[src/rtl/traffic_phase_ctrl_if.sv]
// traffic_phase_ctrl_if
//   Groups the request inputs and the lamp/display outputs of the intersection
//   phase sequencer.
//   master : drives tick, side_req, ped_req, emergency; observes lamps/phase.
//   slave  : the sequencer itself.
//   Signals: tick (1), side_req (1), ped_req (1), emergency (1),
//            main_light (3, {R,Y,G}), side_light (3, {R,Y,G}), phase (3),
//            countdown (CW), ped_walk (1).
interface traffic_phase_ctrl_if #(
  parameter int CW = 8
);
  logic          tick;
  logic          side_req;
  logic          ped_req;
  logic          emergency;
  logic [2:0]    main_light;
  logic [2:0]    side_light;
  logic [2:0]    phase;
  logic [CW-1:0] countdown;
  logic          ped_walk;

  modport master (
    output tick, side_req, ped_req, emergency,
    input  main_light, side_light, phase, countdown, ped_walk
  );

  modport slave (
    input  tick, side_req, ped_req, emergency,
    output main_light, side_light, phase, countdown, ped_walk
  );
endinterface

[src/rtl/traffic_phase_ctrl.sv]
// traffic_phase_ctrl
//   Phase sequencer for a two-road intersection. Timing advances only on the
//   1-cycle tick pulse; main green rests until a side car, a pedestrian or an
//   emergency calls for service. All outputs are registered.
//   Ports: F1 (system clock), rst_n (async active-low reset),
//          bus (traffic_phase_ctrl_if.slave: requests in, lamps/display out).
//
//   state | meaning
//   MG    | main green, rests at countdown 1 until served
//   MY    | main yellow
//   AR1   | all red after main yellow
//   SG    | side green, walk lamp on
//   SY    | side yellow
//   AR2   | all red after side yellow / emergency exit (reset state)
//   EMG   | emergency hold, all red
module traffic_phase_ctrl #(
  parameter int T_MG = 30,
  parameter int T_MY = 3,
  parameter int T_AR = 2,
  parameter int T_SG = 20,
  parameter int T_SY = 3,
  parameter int CW   = 8
) (
  input  logic                 F1,
  input  logic                 rst_n,
  traffic_phase_ctrl_if.slave  bus
);

  typedef enum logic [2:0] {
    MG  = 3'd0,
    MY  = 3'd1,
    AR1 = 3'd2,
    SG  = 3'd3,
    SY  = 3'd4,
    AR2 = 3'd5,
    EMG = 3'd6
  } phase_t;

  localparam logic [CW-1:0] L_MG = CW'(T_MG);
  localparam logic [CW-1:0] L_MY = CW'(T_MY);
  localparam logic [CW-1:0] L_AR = CW'(T_AR);
  localparam logic [CW-1:0] L_SG = CW'(T_SG);
  localparam logic [CW-1:0] L_SY = CW'(T_SY);
  localparam logic [CW-1:0] ONE  = CW'(1);
  localparam logic [2:0]    LR   = 3'b100;
  localparam logic [2:0]    LY   = 3'b010;
  localparam logic [2:0]    LG   = 3'b001;

  phase_t        state_q, state_d;
  logic [CW-1:0] cnt_q, cnt_d;
  logic          ped_pend_q, ped_pend_d;
  logic          emg_lat_q, emg_lat_d;
  logic [2:0]    main_q, main_d, side_q, side_d;
  logic          walk_q, walk_d;
  logic          expired;

  always_ff @(posedge F1 or negedge rst_n) begin
    if (!rst_n) begin
      state_q    <= AR2;
      cnt_q      <= L_AR;
      ped_pend_q <= 1'b0;
      emg_lat_q  <= 1'b0;
      main_q     <= LR;
      side_q     <= LR;
      walk_q     <= 1'b0;
    end else begin
      state_q    <= state_d;
      cnt_q      <= cnt_d;
      ped_pend_q <= ped_pend_d;
      emg_lat_q  <= emg_lat_d;
      main_q     <= main_d;
      side_q     <= side_d;
      walk_q     <= walk_d;
    end
  end

  assign expired = (cnt_q <= ONE);

  always_comb begin
    state_d   = state_q;
    cnt_d     = cnt_q;
    emg_lat_d = emg_lat_q;
    case (state_q)
      MG: begin
        // Emergency forces yellow at once; a coincident tick is ignored.
        if (bus.emergency) begin
          state_d   = MY;
          cnt_d     = L_MY;
          emg_lat_d = 1'b1;
        end else if (bus.tick) begin
          if (!expired)                         cnt_d = cnt_q - ONE;
          else if (bus.side_req || ped_pend_q) begin
            state_d = MY;
            cnt_d   = L_MY;
          end else                              cnt_d = ONE;
        end
      end
      SG: begin
        if (bus.emergency) begin
          state_d   = SY;
          cnt_d     = L_SY;
          emg_lat_d = 1'b1;
        end else if (bus.tick) begin
          if (!expired) cnt_d = cnt_q - ONE;
          else begin
            state_d = SY;
            cnt_d   = L_SY;
          end
        end
      end
      MY, SY: begin
        // Yellow always runs to completion; the latch remembers that an
        // emergency was seen so the exit goes to EMG even if it has dropped.
        if (bus.emergency) emg_lat_d = 1'b1;
        if (bus.tick) begin
          if (!expired) cnt_d = cnt_q - ONE;
          else if (emg_lat_q || bus.emergency) begin
            state_d = EMG;
            cnt_d   = '0;
          end else begin
            state_d = (state_q == MY) ? AR1 : AR2;
            cnt_d   = L_AR;
          end
        end
      end
      AR1, AR2: begin
        if (bus.emergency) begin
          state_d = EMG;
          cnt_d   = '0;
        end else if (bus.tick) begin
          if (!expired) cnt_d = cnt_q - ONE;
          else begin
            state_d = (state_q == AR1) ? SG : MG;
            cnt_d   = (state_q == AR1) ? L_SG : L_MG;
          end
        end
      end
      EMG: begin
        emg_lat_d = 1'b0;
        if (!bus.emergency) begin
          state_d = AR2;
          cnt_d   = L_AR;
        end
      end
      default: begin
        state_d   = AR2;
        cnt_d     = L_AR;
        emg_lat_d = 1'b0;
      end
    endcase
  end

  // Serving the side road serves the pedestrian too; clear beats a new press.
  always_comb begin
    ped_pend_d = ped_pend_q | bus.ped_req;
    if (state_d == SG && state_q != SG) ped_pend_d = 1'b0;
  end

  // Lamps are decoded from the next state so they change with the phase.
  always_comb begin
    main_d = LR;
    side_d = LR;
    walk_d = 1'b0;
    case (state_d)
      MG: main_d = LG;
      MY: main_d = LY;
      SG: begin
        side_d = LG;
        walk_d = 1'b1;
      end
      SY: side_d = LY;
      default: begin
        main_d = LR;
        side_d = LR;
      end
    endcase
  end

  assign bus.phase      = state_q;
  assign bus.countdown  = cnt_q;
  assign bus.main_light = main_q;
  assign bus.side_light = side_q;
  assign bus.ped_walk   = walk_q;

endmodule

[src/flat_wrapper.sv]
// flat-port wrapper written by rule: the top's interface ports become plain ports
module traffic_phase_ctrl_flat 
#(
  parameter int T_MG = 30,
  parameter int T_MY = 3,
  parameter int T_AR = 2,
  parameter int T_SG = 20,
  parameter int T_SY = 3,
  parameter int CW   = 8
)
  (F1, rst_n, bus_tick, bus_side_req, bus_ped_req, bus_emergency, bus_main_light, bus_side_light, bus_phase, bus_countdown, bus_ped_walk);
  traffic_phase_ctrl_if #(.CW(CW)) bus_i ();
  input  logic F1;
  input  logic rst_n;
  input wire logic [$bits(bus_i.tick)-1:0] bus_tick;
  input wire logic [$bits(bus_i.side_req)-1:0] bus_side_req;
  input wire logic [$bits(bus_i.ped_req)-1:0] bus_ped_req;
  input wire logic [$bits(bus_i.emergency)-1:0] bus_emergency;
  output wire logic [$bits(bus_i.main_light)-1:0] bus_main_light;
  output wire logic [$bits(bus_i.side_light)-1:0] bus_side_light;
  output wire logic [$bits(bus_i.phase)-1:0] bus_phase;
  output wire logic [$bits(bus_i.countdown)-1:0] bus_countdown;
  output wire logic [$bits(bus_i.ped_walk)-1:0] bus_ped_walk;
  assign bus_i.tick = bus_tick;
  assign bus_i.side_req = bus_side_req;
  assign bus_i.ped_req = bus_ped_req;
  assign bus_i.emergency = bus_emergency;
  assign bus_main_light = bus_i.main_light;
  assign bus_side_light = bus_i.side_light;
  assign bus_phase = bus_i.phase;
  assign bus_countdown = bus_i.countdown;
  assign bus_ped_walk = bus_i.ped_walk;
  traffic_phase_ctrl #(.T_MG(T_MG), .T_MY(T_MY), .T_AR(T_AR), .T_SG(T_SG), .T_SY(T_SY), .CW(CW)) u_core (.F1(F1), .rst_n(rst_n), .bus(bus_i));
endmodule
[config.mk]
export PLATFORM = sky130hd
export DESIGN_NAME = traffic_phase_ctrl_flat
export DESIGN_NICKNAME = d
export VERILOG_FILES = /design/src/rtl/traffic_phase_ctrl_if.sv /design/src/rtl/traffic_phase_ctrl.sv /design/src/flat_wrapper.sv
export SDC_FILE = /design/constraint.sdc
export NUM_CORES = 1
export LEC_CHECK = 0
export CAP_MARGIN = 20
export CORE_MARGIN = 5
export CORE_UTILIZATION = 49
export CTS_BUF_LIST = sky130_fd_sc_hd__clkbuf_8
export DETAILED_ROUTE_END_ITERATION = 16
export HOLD_SLACK_MARGIN = 0.15
export PLACE_DENSITY = 0.8
export SYNTH_ARGS = -nofsm -noshare
export SYNTH_HDL_FRONTEND = slang
export SYNTH_SLANG_ARGS = --single-unit
[constraint.sdc]
create_clock -name F1 -period 2.28 [get_ports F1]
set_input_delay 0.342 -clock F1 [delete_from_list [all_inputs] [get_ports F1]]
set_output_delay 0.342 -clock F1 [all_outputs]
set_load 0.01 [all_outputs]
==> run_results.csv, run 1 <==
group,metric,value,unit
outcome,status,"finished, violations left",
outcome,violations,"setup timing",
setup_path,worstPathRequired,2.48,ns
drt,num_vias,1548,
setup_path,end_kind,"register",
setup_path,critPathLaunchType,"register",
setup_path,cp_slowest_cell,"or4_4",
timing,fin_ws,-0.0443,ns
place,post-dp-hpwl,3090,um
final_layout,num_antenna_cells,0,
timing,max_freq,430,MHz
timing,drv_slew,0,
clock_tree,hold_buffers,0,
clock_tree,clock_path_buffers,2,
final_layout,fin_util,77.6,%
flow_run,cap_viol_max_count,0,
setup_path,worstPathArrival,2.52,ns
drt,drc,0,
place,io_buffers,23,
logic_synthesis,synth.largest_area_cell,"dfrtp_1",
logic_synthesis,ys_seq_elements,20,
clock_tree,htreeDepth,1,
hold_path,hp-class,"in -> async",
floorplanning,core.rowCount,19,
logic_synthesis,synth_area_leaders,"dfrtp_1 27%, dfstp_2 9.4%, nor2_1 4.8%",
floorplanning,io-pin-count,24,
setup_path,path_depth,7,
timing,hold_viol_final,0,
setup_path,cpLargestDelayFamily,"simple AND/OR/NAND/NOR gates",
grt,grt_pass1_vias,1531,
timing,finalCritPeriodShare,102,%
setup_path,max_stage_delay,0.62,ns
final_layout,nNetsFinal,226,
logic_synthesis,syn_area_per_cell,8.67,sq um
setup_path,reg2reg_slack,-0.04,ns
grt,antenna_found_initial,0,
drt,via_per_inst,6.24,
setup_path,rr_worst_depth,7,
logic_synthesis,syn-cell-area,0.00140,sq mm
power_and_ir_drop,p_total,0.00375,W
logic_synthesis,yosysWarnings,0,
setup_path,crit_path_max_fanout,6,
drt,drtIter0Drc,161,
drt,first_pass_iters,5,
logic_synthesis,synthFlopType,"dfrtp_1",
timing,setup_viol_count_final,3,
logic_synthesis,seq_area_frac_synth,36.3,%
grt,grt_use_total,22.6,%
floorplanning,dieArea,0.00402,sq mm
logic_synthesis,synth_edf_count,0,
logic_synthesis,synth_top_area_share,26.9,%
floorplanning,core,0.00273,sq mm
final_layout,layout_common_cells,"33 x buf_4, 23 x clkdlybuf4s50_1, 17 x nor2_1",
drt,totalWireLength,4730,um
timing,holdWs,0.414,ns
clock_tree,cts-root-buf,"clkbuf_8",
drt,ant_nets,0,
setup_path,cp_cell_sequence,"or4_4 -> or3_4 -> buf_4 -> o31ai_4 -> nand2_2 -> and3_4 -> nor2_2",
power_and_ir_drop,power_density,1770,mW/mm^2
timing,max_slew.worst_pin.slew,0.582,ns
grt,overflow,0,
clock_tree,clk_pin_slew,0.08,ns
final_layout,area_growth,51.9,%
clock_tree,numCtsBuffers,3,
timing,fin_crit,2.32,ns
logic_synthesis,syn_inst,161,
setup_path,cp_num_buf_inv,1,
logic_synthesis,synth_fp_nets,169,
final_layout,layout-drive-gt1-share,38.2,%
floorplanning,die_w,63.4,um
timing,finClkSkew,0.00706,ns
floorplanning,die_h,63.4,um
clock_tree,clock_sinks,20,
timing,slew-limit-headroom,60.7,%
place,place_congestion,1.00,
power_and_ir_drop,p_leak,0.891,nW
logic_synthesis,async_reset_ff_share,100,%
grt,grt_max_degree,21,
clock_tree,cts_tree,"built",
timing,rsz0062_at_grt,"yes",
floorplanning,start_util,51.1,%
logic_synthesis,synth_cell_types,54,
grt,grt_pass1_wl,7270,um
setup_path,criticalPathCategory,"reg -> reg",
final_layout,layout_commonest_cell,"buf_4",
power_and_ir_drop,ir_drop,0.00132,V
drt,post_drt_wl_per_cell,19.1,um
clock_tree,insertion_delay,0.27,ns
[state kept, by name (all words and copies together) (netlist names)]
| name | cells |
|---|---|
| u_core.bus.ped_walk | 1 |
| u_core.ped_pend_q | 1 |
| u_core.bus.main_light | 3 |
| u_core.emg_lat_q | 1 |
| u_core.bus.phase | 3 |
| u_core.bus.countdown | 8 |
| u_core.bus.side_light | 3 |
[kinds of logic (layout without fill, tap and decap cells)]
group / Yosys count / count (layout) / synth area share (%)
fa+ha+maj: 2 / 2 / 1.79
compound gates: 48 / 48 / 26.0
simple gates: 67 / 67 / 27.2
xor+xnor: 2 / 2 / 1.25
buf+inv: 21 / 77 / 6.72
mux: 1 / 1 / 0.717
flops: 20 / 20 / 36.3
[per-layer routing]
layer / vias to the layer above / GRT usage, % / wire length (um) / share of wire, %
met5: - / 0 / 0 / 0
met4: 0 / 7.53 / 176 / 3.7
met3: 22 / 4.97 / 473 / 10
met2: 108 / 36.0 / 2230 / 47
met1: 719 / 30.3 / 1850 / 39
li1: 699 / - / - / -
[worst paths after layout]
check | from | endpoint
worst max-delay path | u_core.bus.countdown[3] | u_core.bus.side_light[2]
worst min-delay path | rst_n | u_core.bus.countdown[6]
worst max register to register | u_core.bus.countdown[3] | u_core.bus.side_light[2]
worst min register to register | u_core.ped_pend_q | u_core.ped_pend_q
max in group asynchronous | rst_n | u_core.bus.phase[0]
min in group F1 | u_core.ped_pend_q | u_core.ped_pend_q
[metrics by stage]
stage | TNS, ns | worst slack [ns] | cell area [sq um] | instances
global placement | -0.00543 | -0.00543 | 1850 | 235
CTS | -0.0300 | -0.0295 | 1930 | 241
finish | -0.0557 | -0.0443 | 2120 | 248
detailed placement | -0.0411 | -0.0225 | 1850 | 235
floorplan | -0.0508 | -0.0508 | 1420 | 161
global route | -0.557 | -0.101 | 2120 | 248
[power by group]
| part | switching [W] | leakage (nW) | internal, W | total (W) |
|---|---|---|---|---|
| clock | 0.000125 | 0.0288 | 0.000154 | 0.000279 |
| combinational | 0.00145 | 0.618 | 0.00132 | 0.00277 |
| sequential | 0.000160 | 0.245 | 0.000544 | 0.000704 |
[worst register-to-register path, delay by kind of cell, from the launching register on]
family / cells / cell delay (ns)
and+or+nand+nor: 5 / 1.49
buffers and inverters: 1 / 0.16
AOI/OAI and AO/OA: 1 / 0.20
DFF: 1 / 0.42
[synth_stat cells, drive strengths merged (3+ instances only)]
cell    count
a31oi       3
nor3        6
dfrtp      15
clkbuf      7
o211ai      4
nand2b      5
o21ai      10
dfstp       5
nand2      16
nor2       19
or2         3
inv        12
nor4        6
a21oi      11
[timing repair]
action / CTS / global route
gates cloned: 0 / 0
setup buffers: 2 / 7
endpoints found under the setup margin: 3 / 16
pin swaps: 4 / 15
resized for setup: 2 / 26
[cell type report]
class,instances,area [sq um]
flip-flops and latches,20,509
well taps,31,38.8
repair buffers,61,534
multi-input cells,120,938
clock buffers,4,55.1
inverters,12,45.0
fillers,171,613
No activity file was read; power rests on OpenSTA's default activity.
==> inputs of run 2 (changes only) <==
--- a/config.mk
+++ b/config.mk
@@ -6,11 +6,13 @@
 export NUM_CORES = 1
 export LEC_CHECK = 0
 export CAP_MARGIN = 20
+export CORE_ASPECT_RATIO = 0.9
 export CORE_MARGIN = 5
 export CORE_UTILIZATION = 49
 export CTS_BUF_LIST = sky130_fd_sc_hd__clkbuf_8
 export DETAILED_ROUTE_END_ITERATION = 16
 export HOLD_SLACK_MARGIN = 0.15
+export MAX_ROUTING_LAYER = met4
 export PLACE_DENSITY = 0.8
 export SYNTH_ARGS = -nofsm -noshare
 export SYNTH_HDL_FRONTEND = slang
==> run 2 against run 1 <==
  * Highest routed layer unchanged
  * Combinational power down 7.9%
  * First-iteration DRC count increased by 12%
  * Critical path depth rose by 1
  * Total power decreased by 2.7%
  * Critical endpoint unchanged
  * The flow still finishes with violations (setup timing)
==> run_results.csv, run 2 (synthesis results as in run 1) <==
group,metric,value,unit
floorplanning,dieArea,0.00402,sq mm
setup_path,timing.rr.start,"u_core.bus.countdown[2]",
final_layout,num_antenna_cells,0,
drt,drtIter0Drc,181,
setup_path,worstPathRequired,2.49,ns
power_and_ir_drop,p_leak,0.872,nW
clock_tree,hold_buffers,0,
power_and_ir_drop,ir_drop,0.000872,V
drt,drc,0,
grt,antenna_found_initial,0,
timing,drv_slew,0,
timing,hold_viol_final,0,
timing,fin_ws,-0.0927,ns
final_layout,layout_commonest_cell,"buf_4",
timing,finClkSkew,0.00114,ns
timing,setup_viol_count_final,7,
clock_tree,cts_tree,"built",
drt,ant_nets,0,
clock_tree,cts-root-buf,"clkbuf_8",
timing,fin_crit,2.37,ns
setup_path,critPathLaunchType,"register",
power_and_ir_drop,power_density,1780,mW/mm^2
final_layout,area_growth,47.0,%
setup_path,end_kind,"register",
setup_path,criticalPathCategory,"reg -> reg",
final_layout,layout-drive-gt1-share,33.5,%
floorplanning,core,0.00275,sq mm
timing,max_freq,421,MHz
timing,rsz0062_at_grt,"yes",
clock_tree,numCtsBuffers,3,
floorplanning,core.rowCount,18,
clock_tree,insertion_delay,0.26,ns
floorplanning,die_h,60.6,um
setup_path,worstPathArrival,2.58,ns
final_layout,fillers,182,
clock_tree,clock_sinks,20,
drt,num_vias,1643,
setup_path,reg2reg_slack,-0.09,ns
final_layout,largest_register_ffs,8,
floorplanning,die_w,66.3,um
place,place_congestion,0.994,
clock_tree,htreeDepth,1,
floorplanning,start_util,50.8,%
place,io_buffers,23,
grt,grt_max_degree,17,
final_layout,nNetsFinal,224,
final_layout,stdcell_area,0.00205,sq mm
outcome,status,"finished, violations left",
grt,overflow,0,
setup_path,cp-endpoint,"u_core.bus.side_light[2]",
outcome,violations,"setup timing",
setup_path,crit_path_max_fanout,7,
setup_path,regToRegEndpoint,"u_core.bus.side_light[2]",
timing,holdWs,0.437,ns
grt,grt_use_total,25.0,%
hold_path,hp-class,"in -> async",
drt,first_pass_iters,5,
drt,post_drt_wl_per_cell,18.7,um
drt,via_per_inst,6.44,
timing,finalCritPeriodShare,104,%
clock_tree,clock_path_buffers,2,
grt,grt_pass1_vias,1517,
timing,slew-limit-headroom,58.7,%
final_layout,layout_common_cells,"33 x buf_4, 23 x clkdlybuf4s50_1, 16 x nor2_1",
grt,grt_pass1_wl,7330,um
timing,max_slew.worst_pin.slew,0.612,ns
place,dpl_cell_area,0.00187,sq mm
clock_tree,clk_pin_slew,0.08,ns
setup_path,crit_start,"u_core.bus.countdown[2]",
drt,totalWireLength,4770,um
setup_path,rr_worst_depth,8,
floorplanning,io-pin-count,24,
flow_run,cap_viol_max_count,0,
place,post-dp-hpwl,3280,um
## run 2: cell types whose count changed in the layout (fill, tap and decap cells not counted), sizes merged
| cell | delta |
|---|---|
| bufinv | +1 |
| clkbuf | -1 |
| buf | -2 |
## run 2: critical path, cell delays in order, from the launching register on
cell,delay (ns)
dfrtp_1,0.40
or4_4,0.62
o41ai_2,0.38
buf_4,0.17
a21o_1,0.19
o211ai_4,0.14
buf_6,0.15
and3_4,0.18
nor2_2,0.08
## run 2: worst min-delay path by stage
| stage | to | slack [ns] | depth (start not counted) |
|---|---|---|---|
| 3_5_place_dp | u_core.ped_pend_q | 0.51 | 1 |
| 3_3_place_gp | u_core.ped_pend_q | 0.49 | 1 |
| 6_report | u_core.bus.main_light[0] | 0.44 | 1 |
| 2_1_floorplan | u_core.bus.countdown[0] | 0.05 | 0 |
| 4_1_cts | u_core.bus.main_light[0] | 0.47 | 1 |
| 5_1_grt | u_core.bus.main_light[0] | 0.49 | 1 |
## run 2: cell type report
cell class                 instances  area (sq um)  share of cell area [%]
tap                               40          50.0                    2.44
timing repair buffer              59           512                    24.9
multi-input combinational        120           866                    42.2
sequential                        20           508                    24.8
clock inverter                     1          30.0                    1.46
clock buffer                       3          41.3                    2.01
inverter                          12          45.0                    2.20
## run 2: power breakdown
part / leakage, nW / internal [W] / switching [W]
Combinational: 0.590 / 0.00122 / 0.00133
Sequential: 0.246 / 0.000542 / 0.000190
Clock: 0.0357 / 0.000235 / 0.000134
## run 2: what timing repair did
| item | in CTS | in global routing |
|---|---|---|
| cloned | 0 | 0 |
| pin swaps | 11 | 3 |
| endpoints found under the hold margin | 0 | 0 |
| buffers inserted | 5 | 1 |
| gates resized for setup | 7 | 6 |
| setup endpoints to repair | 10 | 8 |
## run 2: layer usage
layer | GRT usage [%] | part of all wire [%] | vias up
li1 | - | - | 693
met1 | 32.1 | 38 | 789
met2 | 38.9 | 47 | 134
met3 | 5.19 | 11 | 27
met4 | 9.86 | 3.6 | 0
met5 | - | 0 | -
## run 2: per-stage QoR
step | worst slack [ns] | cells | power [W] | utilization (%) | setup TNS (ns)
6_report | -0.0927 | 255 | 0.00365 | 74.7 | -0.271
5_1_grt | -0.123 | 255 | 0.00386 | 74.7 | -0.525
4_1_cts | 0.00272 | 254 | 0.00346 | 73.3 | 0
3_5_place_dp | -0.111 | 245 | 0.00291 | 68.1 | -0.317
3_3_place_gp | -0.00771 | 245 | 0.00281 | 68.1 | -0.00771
2_1_floorplan | -0.0508 | 161 | 0.00204 | - | -0.0508
